`config.mk`:
```
export PLATFORM = sky130hd
export DESIGN_NAME = adj_fm_wm_row_buffer
export DESIGN_NICKNAME = d
export VERILOG_FILES = /design/src/rtl/gcn_pkg.sv /design/src/rtl/row_buf_bank.sv /design/src/rtl/adj_fm_wm_row_buffer.sv
export SDC_FILE = /design/constraint.sdc
export NUM_CORES = 1
export LEC_CHECK = 0
export BUFFER_PORTS_ARGS = -buffer_cell sky130_fd_sc_hd__buf_2
export CAP_MARGIN = 25
export CORE_MARGIN = 2
export CORE_UTILIZATION = 57
export CTS_BUF_LIST = sky130_fd_sc_hd__clkbuf_8
export DETAILED_ROUTE_END_ITERATION = 6
export GPL_TIMING_DRIVEN = 1
export HOLD_SLACK_MARGIN = 0.05
export PLACE_DENSITY = 0.83
export SLEW_MARGIN = 5
export SYNTH_ARGS = -nofsm -noshare
export SYNTH_HDL_FRONTEND = slang
export SYNTH_SLANG_ARGS = --single-unit
```
`constraint.sdc`:
```
create_clock -name clk -period 2.4 [get_ports clk]
set_input_delay 0.24 -clock clk [delete_from_list [all_inputs] [get_ports clk]]
set_output_delay 0.24 -clock clk [all_outputs]
set_load 0.03 [all_outputs]
```
`src/rtl/gcn_pkg.sv`:
```
// Shared types and defaults for the GCN argmax feeder path.
// Holds the row-buffer FSM state type and the row container type.
package gcn_pkg;

    localparam int DOT_PROD_WIDTH = 16;
    localparam int WEIGHT_COLS    = 3;
    localparam int FEATURE_ROWS   = 6;

    typedef logic [DOT_PROD_WIDTH-1:0] row_t [0:WEIGHT_COLS-1];

    typedef enum logic {
        FILL  = 1'b0,
        DRAIN = 1'b1
    } rowbuf_state_e;

    // Counter width for 0..n-1, never narrower than one bit.
    function automatic int cnt_w(input int n);
        return (n > 1) ? $clog2(n) : 1;
    endfunction

endpackage

```
`src/rtl/row_buf_bank.sv`:
```
// One FEATURE_ROWS x WEIGHT_COLS storage bank: single-element write port and
// a combinational full-row read port. Contents are deliberately not reset.
module row_buf_bank #(
    parameter int DOT_PROD_WIDTH = 16,
    parameter int WEIGHT_COLS    = 3,
    parameter int FEATURE_ROWS   = 6,
    parameter int RW             = 3,
    parameter int CW             = 2
) (
    input  logic                      clk,
    input  logic                      i_we,
    input  logic [RW-1:0]             i_wr_row,
    input  logic [CW-1:0]             i_wr_col,
    input  logic [DOT_PROD_WIDTH-1:0] i_wr_data,
    input  logic [RW-1:0]             i_rd_row,
    output logic [DOT_PROD_WIDTH-1:0] o_rd_row [0:WEIGHT_COLS-1]
);

    logic [DOT_PROD_WIDTH-1:0] r_mem [0:FEATURE_ROWS-1][0:WEIGHT_COLS-1];

    always_ff @(posedge clk) begin
        if (i_we) begin
            r_mem[i_wr_row][i_wr_col] <= i_wr_data;
        end
    end

    assign o_rd_row = r_mem[i_rd_row];

endmodule

```
`src/rtl/adj_fm_wm_row_buffer.sv`:
```
// Collects the ADJ x (FM x WM) product matrix element by element and drains it
// to the argmax stage one row per cycle. Define ROW_BUF_DOUBLE_EN for ping-pong banks.
module adj_fm_wm_row_buffer #(
    parameter int DOT_PROD_WIDTH = gcn_pkg::DOT_PROD_WIDTH,
    parameter int WEIGHT_COLS    = gcn_pkg::WEIGHT_COLS,
    parameter int FEATURE_ROWS   = gcn_pkg::FEATURE_ROWS
) (
    input  logic                      clk,
    input  logic                      reset,
    input  logic                      clear,
    input  logic                      in_valid,
    output logic                      in_ready,
    input  logic [DOT_PROD_WIDTH-1:0] in_data,
    output logic [DOT_PROD_WIDTH-1:0] adj_fm_wm_row [0:WEIGHT_COLS-1],
    output logic                      enable_read_calc_save,
    output logic [2:0]                argmax_row_count,
    output logic                      done,
    output logic                      busy
);
    import gcn_pkg::*;

    localparam int RW = cnt_w(FEATURE_ROWS);
    localparam int CW = cnt_w(WEIGHT_COLS);
`ifdef ROW_BUF_DOUBLE_EN
    localparam int NB = 2;
`else
    localparam int NB = 1;
`endif

    rowbuf_state_e             r_state, w_state_nxt;
    logic [RW-1:0]             r_row_cnt, w_rd_idx;
    logic [CW-1:0]             r_col_cnt;
    logic [2:0]                r_drain_row, w_drain_nxt;
    logic                      r_en, w_en_nxt, r_done, w_done_nxt;
    logic                      r_wbank, r_rbank, w_rbank_nxt, w_rd_bank;
    logic                      w_in_ready, w_xfer, w_last_elem, w_xfer_last;
    logic                      w_last_row, w_other_full;
    logic [DOT_PROD_WIDTH-1:0] w_bank_rd  [NB][WEIGHT_COLS];
    logic [DOT_PROD_WIDTH-1:0] w_load_row [WEIGHT_COLS];
    logic [DOT_PROD_WIDTH-1:0] r_out_row  [WEIGHT_COLS];

    assign w_xfer      = in_valid && w_in_ready && !clear;
    assign w_last_elem = (r_row_cnt == RW'(FEATURE_ROWS-1)) && (r_col_cnt == CW'(WEIGHT_COLS-1));
    assign w_xfer_last = w_xfer && w_last_elem;
    assign w_last_row  = (r_state == DRAIN) && (r_drain_row == 3'(FEATURE_ROWS-1));

`ifdef ROW_BUF_DOUBLE_EN
    logic [1:0] r_full;
    assign w_in_ready   = !r_full[r_wbank];
    // The bank completing this very cycle counts as ready to follow the current drain.
    assign w_other_full = r_full[~r_rbank] || (w_xfer_last && (r_wbank != r_rbank));
`else
    assign w_in_ready   = (r_state == FILL);
    assign w_other_full = 1'b0;
`endif

    for (genvar b = 0; b < NB; b++) begin : g_bank
        row_buf_bank #(
            .DOT_PROD_WIDTH(DOT_PROD_WIDTH),
            .WEIGHT_COLS   (WEIGHT_COLS),
            .FEATURE_ROWS  (FEATURE_ROWS),
            .RW            (RW),
            .CW            (CW)
        ) u_bank (
            .clk      (clk),
            .i_we     (w_xfer && (r_wbank == 1'(b))),
            .i_wr_row (r_row_cnt),
            .i_wr_col (r_col_cnt),
            .i_wr_data(in_data),
            .i_rd_row (w_rd_idx),
            .o_rd_row (w_bank_rd[b])
        );
    end

    always_comb begin
        w_state_nxt = r_state;
        w_drain_nxt = r_drain_row;
        w_en_nxt    = 1'b0;
        w_done_nxt  = 1'b0;
        w_rd_idx    = '0;
        w_rd_bank   = r_rbank;
        w_rbank_nxt = r_rbank;
        case (r_state)
            FILL: begin
                if (w_xfer_last) begin
                    w_state_nxt = DRAIN;
                    w_drain_nxt = '0;
                    w_en_nxt    = 1'b1;
                    w_rd_bank   = r_wbank;
                    w_rbank_nxt = r_wbank;
                end
            end
            DRAIN: begin
                if (!w_last_row) begin
                    w_drain_nxt = r_drain_row + 3'd1;
                    w_en_nxt    = 1'b1;
                    w_rd_idx    = RW'(r_drain_row + 3'd1);
                end else begin
                    w_done_nxt  = 1'b1;
                    w_drain_nxt = '0;
                    if (w_other_full) begin
                        w_en_nxt    = 1'b1;
                        w_rd_bank   = ~r_rbank;
                        w_rbank_nxt = ~r_rbank;
                    end else begin
                        w_state_nxt = FILL;
                    end
                end
            end
            default: w_state_nxt = FILL;
        endcase
    end

    // Forward the element being written this cycle if it lands in the row being loaded.
    always_comb begin
        for (int c = 0; c < WEIGHT_COLS; c++) begin
            w_load_row[c] = w_bank_rd[w_rd_bank][c];
            if (w_xfer && (r_wbank == w_rd_bank) && (r_row_cnt == w_rd_idx) &&
                (r_col_cnt == CW'(c))) begin
                w_load_row[c] = in_data;
            end
        end
    end

    always_ff @(posedge clk or negedge reset) begin
        if (!reset) begin
            r_row_cnt <= '0;
            r_col_cnt <= '0;
        end else if (clear) begin
            r_row_cnt <= '0;
            r_col_cnt <= '0;
        end else if (w_xfer) begin
            if (r_col_cnt == CW'(WEIGHT_COLS-1)) begin
                r_col_cnt <= '0;
                r_row_cnt <= w_last_elem ? '0 : r_row_cnt + 1'b1;
            end else begin
                r_col_cnt <= r_col_cnt + 1'b1;
            end
        end
    end

    always_ff @(posedge clk or negedge reset) begin
        if (!reset) begin
            r_state     <= FILL;
            r_drain_row <= '0;
            r_en        <= 1'b0;
            r_done      <= 1'b0;
            r_wbank     <= 1'b0;
            r_rbank     <= 1'b0;
            r_out_row   <= '{default: '0};
`ifdef ROW_BUF_DOUBLE_EN
            r_full      <= '0;
`endif
        end else if (clear) begin
            r_state     <= FILL;
            r_drain_row <= '0;
            r_en        <= 1'b0;
            r_done      <= 1'b0;
            r_wbank     <= 1'b0;
            r_rbank     <= 1'b0;
            r_out_row   <= '{default: '0};
`ifdef ROW_BUF_DOUBLE_EN
            r_full      <= '0;
`endif
        end else begin
            r_state     <= w_state_nxt;
            r_drain_row <= w_drain_nxt;
            r_en        <= w_en_nxt;
            r_done      <= w_done_nxt;
            r_rbank     <= w_rbank_nxt;
            if (w_en_nxt) begin
                r_out_row <= w_load_row;
            end else begin
                r_out_row <= '{default: '0};
            end
`ifdef ROW_BUF_DOUBLE_EN
            if (w_xfer_last) begin
                r_full[r_wbank] <= 1'b1;
                r_wbank         <= ~r_wbank;
            end
            if (w_last_row) begin
                r_full[r_rbank] <= 1'b0;
            end
`endif
        end
    end

    assign in_ready              = w_in_ready;
    assign adj_fm_wm_row         = r_out_row;
    assign enable_read_calc_save = r_en;
    assign argmax_row_count      = r_drain_row;
    assign done                  = r_done;
    assign busy                  = (r_state == DRAIN) || (r_row_cnt != '0) || (r_col_cnt != '0);

endmodule

```
Yosys cells after proc, flatten, opt, wreduce, memory -nomap -nowiden

Memories as Yosys holds them, arrays and structs flattened.
Index checks and enable logic that the tools add are counted.

$add $sub $neg: 3
Order comparisons: 3
Equal/unequal tests: 6
Multiplexer cells: 32
Bitwise logic cells: 3
Reductions and logical operators: 20

Operator list:

| operator                                                                | count |
|---|---|
| 48-bit 2-to-1 mux                                                       | 4 |
| 16-bit 2-to-1 mux                                                       | 4 |
| 16-bit demux with 2-bit select                                          | 1 |
| 3-bit 2-to-1 mux                                                        | 8 |
| 1-bit logical AND                                                       | 11 |
| 1-bit 2-to-1 mux                                                        | 9 |
| 3-bit by 1-bit adder with 3-bit output, second input constant           | 2 |
| 3-bit equality test, second input constant                              | 2 |
| 2-bit 2-to-1 mux                                                        | 3 |
| 3-bit one-hot mux with 2 select lines                                   | 1 |
| 2-bit nonzero test                                                      | 3 |
| 1-bit one-hot mux with 2 select lines                                   | 2 |
| 3-bit equality test                                                     | 1 |
| 3-bit greater-or-equal comparator, second input constant                | 1 |
| 3-bit by 1-bit < comparator with 1-bit output, second input constant    | 1 |
| 3-bit by 2-bit inequality test with 1-bit output, second input constant | 1 |
| 2-bit NOT with 3-bit output                                             | 1 |
| 3-bit nonzero test                                                      | 1 |
| 2-bit by 1-bit adder with 2-bit output, second input constant           | 1 |
| 2-bit by 1-bit equality test with 1-bit output, second input constant   | 1 |
| 2-bit equality test, second input constant                              | 1 |
| 2-bit logical NOT                                                       | 1 |
| 1-bit logical OR                                                        | 2 |
| 1-bit NOT                                                               | 2 |
| 3 further kinds                                                         | 3 |

Flip-flop bits (word level): 59
Memory bits (writable): 288
Input port bits: 20
Output and inout port bits: 55
Word-level logic and storage cells: 77
Memories: 1

Memory list:

| name                   | words | bits a word | rd ports | clocked after Yosys merged registers in | wr ports | RTL line           | text |
|---|---|---|---|---|---|---|---|
| g_bank[0].u_bank.r_mem | 6     | 48          | 1        | 0                                       | 1        | row_buf_bank.sv:19 | `logic [DOT_PROD_WIDTH-1:0] r_mem [0:FEATURE_ROWS-1][0:WEIGHT_COLS-1];` |

Depth between registers and ports, before layout

Word-level depth: 13
Mapped depth: 10

By module

From an unflattened synthesis, not the netlist that was laid out.

Cells, all modules: 754
Area, all modules: 13340.3 um2

Modules (own cells, without submodules):

| module               | instances | cells each | area each (um2) |
|---|---|---|---|
| row_buf_bank         | 1         | 590        | 11215.8 |
| adj_fm_wm_row_buffer | 1         | 164        | 2124.5 |

Worst setup path before layout

OpenSTA, ideal clock, no wires.

Kind: reg2reg
Start point: register enable_read_calc_save (netlist name)
End point: memory g_bank[0].u_bank.r_mem[4][32] (netlist bit) (enable)
Library setup time: 388 ps
Data arrival time: 1945 ps
Data required time: 2012 ps
Path slack: 67 ps
Stages on the path, launching flop included: 5
Buffers on the path: 0
Clock period less this slack: 2333 ps
Cells stage by stage: dfrtp_1 -> nor2b_1 -> nor2b_1 -> nand2_1 -> nor2_1

RTL lines:

| item          | RTL line |
|---|---|
| end, declared | row_buf_bank.sv:19 |

Worst setup path in the final report

Start point: register r_drain_row[0], in the netlist argmax_row_count[0]
End point: register r_out_row, in the netlist adj_fm_wm_row[35]

Word-level cells in the longest chain between the ends: 10
Elaborated cells on any way between the ends: 15
Those cells by class: add/sub: 1; eq/ne: 2; mux: 8; reduce/logical: 3; memory: 1

Ends and longest elaborated chain:

| item                                                                           | RTL line                    | text |
|---|---|---|
| start, declared                                                                | adj_fm_wm_row_buffer.sv:33  | `logic [2:0] r_drain_row, w_drain_nxt;` |
| start signal, assigned                                                         | adj_fm_wm_row_buffer.sv:167 | `r_drain_row <= w_drain_nxt;` |
| parallel branches: the longest is 8 deep, another holds memory read 6 x 48 bit | n/a                         |  |
| 48-bit 2-to-1 mux (*)                                                          | adj_fm_wm_row_buffer.sv:171 | `if (w_en_nxt) begin` |
| 48-bit 2-to-1 mux (*)                                                          | adj_fm_wm_row_buffer.sv:154 | `end else if (clear) begin` |
| end signal, assigned                                                           | adj_fm_wm_row_buffer.sv:172 | `r_out_row <= w_load_row;` |
| end, declared                                                                  | adj_fm_wm_row_buffer.sv:40  | `logic [DOT_PROD_WIDTH-1:0] r_out_row [WEIGHT_COLS];` |

Mark *: on every way between the ends. The select of a mux whose other input is x is not followed.
A chain may end at the register's enable or synchronous reset.

==> impl_metrics.py <==
metrics = {
    "outcome": {
        "status": "complete, no violations",
    },
    "route": {
        "drc": 0,
        "drtIter0Drc": 627,
        "first_pass_iters": 5,
        "routedWlPerCell_um": 21.8,
        "via_count": 7983,
        "routed_via_density": 5.94,
        "antenna_left": 0,
        "drt-total-wl_um": 29300,
    },
    "synthesis": {
        "synth_commonest_cells": "edfxtp_1, mux2i_1, o21ai_0",
        "synthArstFlopShare": 0.168,
        "syn_area_um2": 13500,
        "ys_ff_latch": 346,
        "yosys_most_used_dff": "edfxtp_1",
        "synth_edf_count": 288,
        "syn_area_per_cell_um2": 15.7,
        "yosysTopAreaCellShare": 0.639,
        "synth_most_common_cell": "edfxtp_1",
        "yosys.area.top_type": "edfxtp_1",
        "synthCells": 865,
        "yosysWarnings": 0,
        "yosys-top-cells-area": "edfxtp_1, dfrtp_1, mux2i_1",
        "synth.distinct_cells": 37,
        "ys_seq_area_frac": 0.746,
        "synth.net_count": 890,
    },
    "floorplan": {
        "placementRows": 56,
        "die_h_um": 158,
        "die_w_um": 158,
        "io_pins": 75,
        "die_area_um2": 25000,
        "start_util": 0.579,
        "core_um2": 23400,
    },
    "timing": {
        "drv_slew": 0,
        "whs_ps": 86.8,
        "timing.fmax_mhz": 455,
        "finalClockSkew_ps": 23.1,
        "fin_crit_ps": 2200,
        "setup_slack_ps": 201,
        "setup_tns_ps": 0,
        "rsz0062_at_grt": "false",
        "hold_viol": 0,
        "tightest_slew_ps": 586,
        "setup_viol": 0,
        "slew_headroom": 0.609,
        "finalCritPeriodShare": 0.916,
    },
    "place": {
        "dp_slack_ps": 261,
        "port_buffers": 74,
        "hpwl_um": 17400,
        "gp_congestion": 0.896,
    },
    "setup_path": {
        "rrSetupSlack_ps": 200,
        "cp-end-kind": "flop",
        "critPathLaunchType": "flop",
        "worstPathMaxFanout": 9,
        "worst_ep_required_time_ps": 2830,
        "arrival_ps": 2630,
        "crit_type": "flop to flop",
    },
    "clock_tree": {
        "cts_hold_buf": 2,
        "cts_buffers": 52,
        "cts_resized": 0,
        "post_cts_buffers": 0,
        "cts-htree-levels": 2,
        "clkSlewWorstSetupHoldPaths_ps": 60,
        "worstSkewPairLatency_ps": 580,
        "clockBufferDepth": 3,
        "ctsRootBufferMaster": "clkbuf_8",
        "clock_sinks": 346,
        "cts_tree": "built",
    },
    "finish": {
        "n_antenna_cell": 0,
        "area_growth_pct": 14.7,
        "drive_gt1_frac": 0.204,
        "post-route-util": 0.664,
        "fin_nets": 1007,
    },
    "global_routing": {
        "gr-total-overflow": 0,
        "grt_usage": 0.243,
        "grt_max_degree": 90,
        "grt_antenna_before_repair": 0,
        "grt_pass1_wl_um": 44900,
        "grt_pass1_vias": 8112,
    },
    "power": {
        "leakage_nw": 5.42,
        "ir_drop_mv": 0.607,
        "power.density_nw_per_um2": 735,
    },
    "run": {
        "drv_cap": 0,
    },
    "min_path": {
        "hp-class": "input pin to flop",
    },
}
placed cells by master (no fill, tap or decap), drive strengths merged, types with 11 or more instances in the layout:
master  Yosys  layout
edfxtp    288     288
buf        29     120
mux2i      87      87
o21ai      78      78
dfrtp      58      58
clkbuf     30      57
a21oi      53      53
nand2b     48      48
o22ai      38      38
o211ai     37      37
nor2       29      29
inv         6      25
clkinv      0      14
nand2      11      11
mux2       11      11
worst max-delay path, stage by stage, from the launching register on:
cell	delay, ps
dfrtp_4	520
ha_1	260
nand4bb_1	250
nand3_1	450
o32ai_1	210
a211oi_1	380
metrics by stage:
stage / cells / power [W] / cell area, um^2
5_1_grt: 1344 / 0.0118 / 15500
6_report: 1344 / 0.0114 / 15500
3_5_place_dp: 1245 / 0.00687 / 14500
4_1_cts: 1344 / 0.0115 / 15500
2_1_floorplan: 865 / 0.00672 / 13500
3_3_place_gp: 1245 / 0.00686 / 14500
worst paths after layout:
| kind | startpoint | end | depth (start not counted) |
|---|---|---|---|
| hold / removal | in_data[3] | g_bank[0].u_bank.r_mem[2][19] | 1 |
| setup / recovery | argmax_row_count[0] | adj_fm_wm_row[35] | 5 |
| setup reg to reg | argmax_row_count[0] | adj_fm_wm_row[35] | 5 |
| min in group asynchronous | reset | adj_fm_wm_row[46] | 2 |
| hold reg to reg | g_bank[0].u_bank.r_mem[4][14] | adj_fm_wm_row[14] | 2 |
| max in group asynchronous | reset | adj_fm_wm_row[9] | 3 |
state kept, by name (all words and copies together), names as in the netlist:
register,cells
adj_fm_wm_row,48
argmax_row_count,3
done,1
enable_read_calc_save,1
g_bank.u_bank.r_mem,288
r_col_cnt,2
r_row_cnt,3
kinds of logic after synthesis:
kind of cell,after synthesis,share of synthesized area
flops,346,0.746
compound gates,240,0.108
simple gates,111,0.0456
mux,98,0.0735
buf+inv,65,0.0229
fa+ha+maj,5,0.00462
cell type report:
cell class,instances,area [um^2]
Clock buffer,57,785
Clock inverter,40,251
Fill cell,1603,7870
Inverter,6,22.5
Multi-Input combinational cell,454,3170
Sequential cell,346,10100
Tap cell,319,399
Timing Repair Buffer,122,811
routing by layer:
| metal | wire length (um) | GRT usage | vias to the layer above | part of all wire |
|---|---|---|---|---|
| li1 | - | - | 3599 | - |
| met1 | 11500 | 0.313 | 3977 | 0.39 |
| met2 | 14800 | 0.416 | 340 | 0.51 |
| met3 | 2170 | 0.0465 | 67 | 0.074 |
| met4 | 739 | 0.0854 | 0 | 0.025 |
| met5 | 0 | 0 | - | 0 |
report_power, final:
| part | internal, W | leakage (nW) | switching (W) |
|---|---|---|---|
| combinational | 0.0000394 | 1.43 | 0.000158 |
| clock | 0.00251 | 0.590 | 0.00215 |
| sequential | 0.00654 | 3.40 | 0.00000984 |
| total | 0.00910 | 5.42 | 0.00232 |
No activity file was read; power rests on OpenSTA's default activity.
